[src/rtl/counter_4bit_ud_if.sv]
// Control and status bundle for the up/down counter.
// master: the block that drives the counter. slave: the counter itself.
interface counter_4bit_ud_if #(
  parameter int WIDTH = 4
);
  logic             en;
  logic             up_down;
  logic             load;
  logic [WIDTH-1:0] d;
  logic [WIDTH-1:0] q;
  logic             tc;

  modport master (
    output en, up_down, load, d,
    input  q, tc
  );

  modport slave (
    input  en, up_down, load, d,
    output q, tc
  );
endinterface

[src/rtl/counter_4bit_ud.sv]
// Loadable up/down binary counter with terminal-count flag.
// Edge priority: rst, load, en (direction from up_down), hold.
// tc is combinational: it flags that the coming edge will wrap.
module counter_4bit_ud #(
  parameter int WIDTH = 4
) (
  input logic               clk,
  input logic               rst,
  counter_4bit_ud_if.slave  bus
);

  localparam logic [WIDTH-1:0] ONE      = WIDTH'(1);
  localparam logic [WIDTH-1:0] ALL_ONES = '1;
  localparam logic [WIDTH-1:0] ZERO     = '0;

  logic [WIDTH-1:0] q_r;
  logic             tc_c;

  // Counter register: reset, then load, then count, else hold.
  always_ff @(posedge clk) begin
    if (rst) begin
      q_r <= ZERO;
    end else if (bus.load) begin
      q_r <= bus.d;
    end else if (bus.en) begin
      if (bus.up_down) begin
        q_r <= q_r + ONE;
      end else begin
        q_r <= q_r - ONE;
      end
    end
  end

  // Wrap detect: only meaningful when the next edge is a counting edge.
  always_comb begin
    tc_c = 1'b0;
    if (bus.en && !bus.load && !rst) begin
      if (bus.up_down) begin
        tc_c = (q_r == ALL_ONES);
      end else begin
        tc_c = (q_r == ZERO);
      end
    end
  end

  assign bus.q  = q_r;
  assign bus.tc = tc_c;

endmodule

[src/flat_wrapper.sv]
// flat-port wrapper written by rule: the top's interface ports become plain ports
module counter_4bit_ud_flat 
#(
  parameter int WIDTH = 4
)
  (clk, rst, bus_en, bus_up_down, bus_load, bus_d, bus_q, bus_tc);
  counter_4bit_ud_if #(.WIDTH(WIDTH)) bus_i ();
  input logic clk;
  input logic rst;
  input wire logic [$bits(bus_i.en)-1:0] bus_en;
  input wire logic [$bits(bus_i.up_down)-1:0] bus_up_down;
  input wire logic [$bits(bus_i.load)-1:0] bus_load;
  input wire logic [$bits(bus_i.d)-1:0] bus_d;
  output wire logic [$bits(bus_i.q)-1:0] bus_q;
  output wire logic [$bits(bus_i.tc)-1:0] bus_tc;
  assign bus_i.en = bus_en;
  assign bus_i.up_down = bus_up_down;
  assign bus_i.load = bus_load;
  assign bus_i.d = bus_d;
  assign bus_q = bus_i.q;
  assign bus_tc = bus_i.tc;
  counter_4bit_ud #(.WIDTH(WIDTH)) u_core (.clk(clk), .rst(rst), .bus(bus_i));
endmodule
[config.mk]
export PLATFORM = sky130hd
export DESIGN_NAME = counter_4bit_ud_flat
export DESIGN_NICKNAME = d
export VERILOG_FILES = /design/src/rtl/counter_4bit_ud_if.sv /design/src/rtl/counter_4bit_ud.sv /design/src/flat_wrapper.sv
export SDC_FILE = /design/constraint.sdc
export NUM_CORES = 1
export LEC_CHECK = 0
export CORE_AREA = 2 2 39 41
export DETAILED_ROUTE_END_ITERATION = 8
export DIE_AREA = 0 0 41 43
export GPL_TIMING_DRIVEN = 1
export SYNTH_ARGS = -nofsm -noshare
export SYNTH_HDL_FRONTEND = slang
export SYNTH_SLANG_ARGS = --single-unit
[constraint.sdc]
create_clock -name clk -period 3.6 [get_ports clk]
set_input_delay 0.54 -clock clk [delete_from_list [all_inputs] [get_ports clk]]
set_output_delay 0.54 -clock clk [all_outputs]
set_load 0.02 [all_outputs]
==> summary.md <==
| Metric | Value |
|---|---|
| Final setup vio count | 0 |
| Slew Limit Fails | 0 |
| RSZ-0062 raised after global routing | false |
| Slowest cell on crit path | clkdlybuf4s50_1 |
| Most used cell along the critical path | clkdlybuf4s50_1 |
| Layout area overhead | 51.6% |
| Post-synth top flop | dfxtp_1 |
| Hold WS | 0.657 ns |
| Post-Syn Nets | 46 |
| Register area share after synthesis | 25.6% |
| DRT Pass-1 Iters | 4 |
| CTS tree | built |
| Comb power frac | 32.5% |
| Post-CTS sizing | 0 |
| PortBufs | 13 |
| Multi-input logic area | 218 µm² |
| Vias per inst | 4.52 |
| WL/cell | 10.1 µm |
| FP Rows | 14 |
| Worst-path fanout max | 7 |
| Synthesized area | 313 µm² |
| Final Skew | 0.00291 ns |
| Cell with the most instances after synthesis | a21oi_1 |
| Clock Power Share | 33.3% |
| Crit path cell chain | clkdlybuf4s50_1 > or3b_1 > a21oi_1 > clkdlybuf4s50_1 |
| CTS H-tree depth | 1 |
| Worst EP required | 3.06 ns |
| Synth warn | 0 |
| Mean Syn Cell Area | 9.20 µm² |
| Min-delay worst type | reg2reg |
| CP arrival | 2.30 ns |
| Largest net degree at the start of global routing | 8 |
| Die Ht | 43 µm |
| Max transition margin | 80.8% |
| CTS hold repair buffers | 0 |
| Layout cells sized above 1 | 12.2% |
| Final period util | 78.8% |
| Post-synth EDFFs | 0 |
| Initial antenna violation count | 0 |
| Synth unique cells | 19 |
| Max Cap Viol | 0 |
| Final ANT Viol Nets | 0 |
| Highest clock rate | 353 MHz |
| Status | finished, final reports clean |
| GRT Total Usage | 10.3% |
| Clock root buffer | clkbuf_4 |
| TritonCTS Buffers | 3 |
| Fraction of registers with async set/reset | 0% |
| Syn Inst Count | 34 |
| Worst-path clk slew | 0.04 ns |
| Reg area | 80.1 µm² |
| Postcts setup bufs | 0 |
| Final net count | 63 |
| Die W | 41 µm |
| Switching part of the total | 28.4% |
| I/O pin total | 14 |
| DR vias | 294 |
| Global-route wire length before repair | 1210 µm |
| Slowest stage delay, CP | 0.61 ns |
| Lkg Pwr | 0.196 nW |
| Core Box Area | 1380 µm² |
| Vias in the first global route | 286 |
| Critical path class | in2out |
| Synth area leaders | dfxtp_1, a21oi_1, ha_1 |
| Overall power | 161 µW |
| Drt first-iter violations | 3 |
| Post-synth top area share | 25.6% |
| Yosys top cell by area | dfxtp_1 |
| Starting Density | 22.6% |
| Max reg flops | 4 |
| VDD IR max | 151 µV |
| Ant diodes | 0 |
| Overflow after GRT | 0 |
| #FFs+latches synth | 4 |
| Final Critical Period | 2.84 ns |
| Setup TNS | 0 ns |
| Top cells by count, synth | a21oi_1, dfxtp_1, nor2_1 |
| DR DRC count | 0 |
| Sequential power share | 34.2% |
| Final Wtd Congestion | 0.655 |
| Clk Latency, worst-skew pair | 0.23 ns |
| Critical Path End Type | output port |
| PwrDens | 340 nW/µm² |
| CTS sink cnt | 4 |
| Final WL | 655 µm |
| Longest Clk Path Bufs | 2 |
| Pin slew with the least headroom to its limit | 0.287 ns |
| Crit start category | primary input |
| P_int | 116 µW |
| Fin. Hold Viols | 0 |
| DIE AREA | 1760 µm² |
| NetSw | 45.9 µW |
| Fill cells | 153 |
## worst paths after layout
path	from	to	slack, ns	depth (start not counted)
hold reg to reg	u_core.bus.q[2]$_SDFFE_PP0P_	u_core.bus.q[2]$_SDFFE_PP0P_	0.66	3
hold / removal	u_core.bus.q[2]$_SDFFE_PP0P_	u_core.bus.q[2]$_SDFFE_PP0P_	0.66	3
setup reg to reg	u_core.bus.q[0]$_SDFFE_PP0P_	u_core.bus.q[2]$_SDFFE_PP0P_	2.12	4
setup / recovery	bus_load	bus_tc	0.76	4
## metrics by stage
stage               util [%]  area, µm²  setup slack [ns]  cells
floorplan                  -        313              1.65     34
global placement        32.6        452             0.793     62
global route            34.3        474             0.721     65
CTS                     34.3        474             0.781     65
detailed placement      32.6        452             0.782     62
finish                  34.3        474             0.764     65
## layout make-up
type | instances | area share [%]
tap | 16 | 4.22
multi-input combinational | 28 | 45.9
clock buffer | 3 | 4.75
inverter | 1 | 0.792
timing repair buffer | 13 | 27.4
sequential | 4 | 16.9
## power groups by stage
stage	registers (mW)	logic [mW]	clock network (mW)
6_report	0.0552	0.0524	0.0538
3_3_place_gp	0.0564	0.0525	0
4_1_cts	0.0555	0.0528	0.0569
5_1_grt	0.0564	0.0596	0.0615
3_5_place_dp	0.0561	0.0523	0
2_1_floorplan	0.0595	0.0267	0
## critical path: cells and delay by family
kind,cells,cell delay (ns)
AND/OR/NAND/NOR,1,0.47
AO/OA/AOI/OAI,1,0.13
buffers and inverters,2,1.16
## cells in the final DEF, fill, tap and decap left out, types with 2 or more instances in the layout
master and count:
clkdlybuf4s50_1 13, a21oi_1 5, dfxtp_1 4, nor2_1 3
clkbuf_4 3, and3_1 2, nand3_1 2, nand2_1 2
mux2i_1 2, xor2_1 2, ha_1 2
## cell families (layout without fill, tap and decap cells)
family | after synthesis | count (layout) | synth area share, %
AOI/OAI and AO/OA | 7 | 7 | 16.4
DFF | 4 | 4 | 25.6
xor gates and xnor gates | 3 | 3 | 8.40
and+or+nand+nor | 12 | 12 | 20.4
muxes | 3 | 3 | 10.0
buffers and inverters | 2 | 17 | 4.80
adders and majority gates | 3 | 3 | 14.4
## layer usage
| metal | global-route usage [%] | up-vias | part of all wire, % |
|---|---|---|---|
| li1 | - | 156 | - |
| met1 | 14.8 | 126 | 45 |
| met2 | 13.1 | 12 | 46 |
| met3 | 6.28 | 0 | 8.7 |
| met4 | 2.00 | 0 | 0 |
| met5 | 0 | - | 0 |
Note: power is estimated with default switching activity, not from simulation.
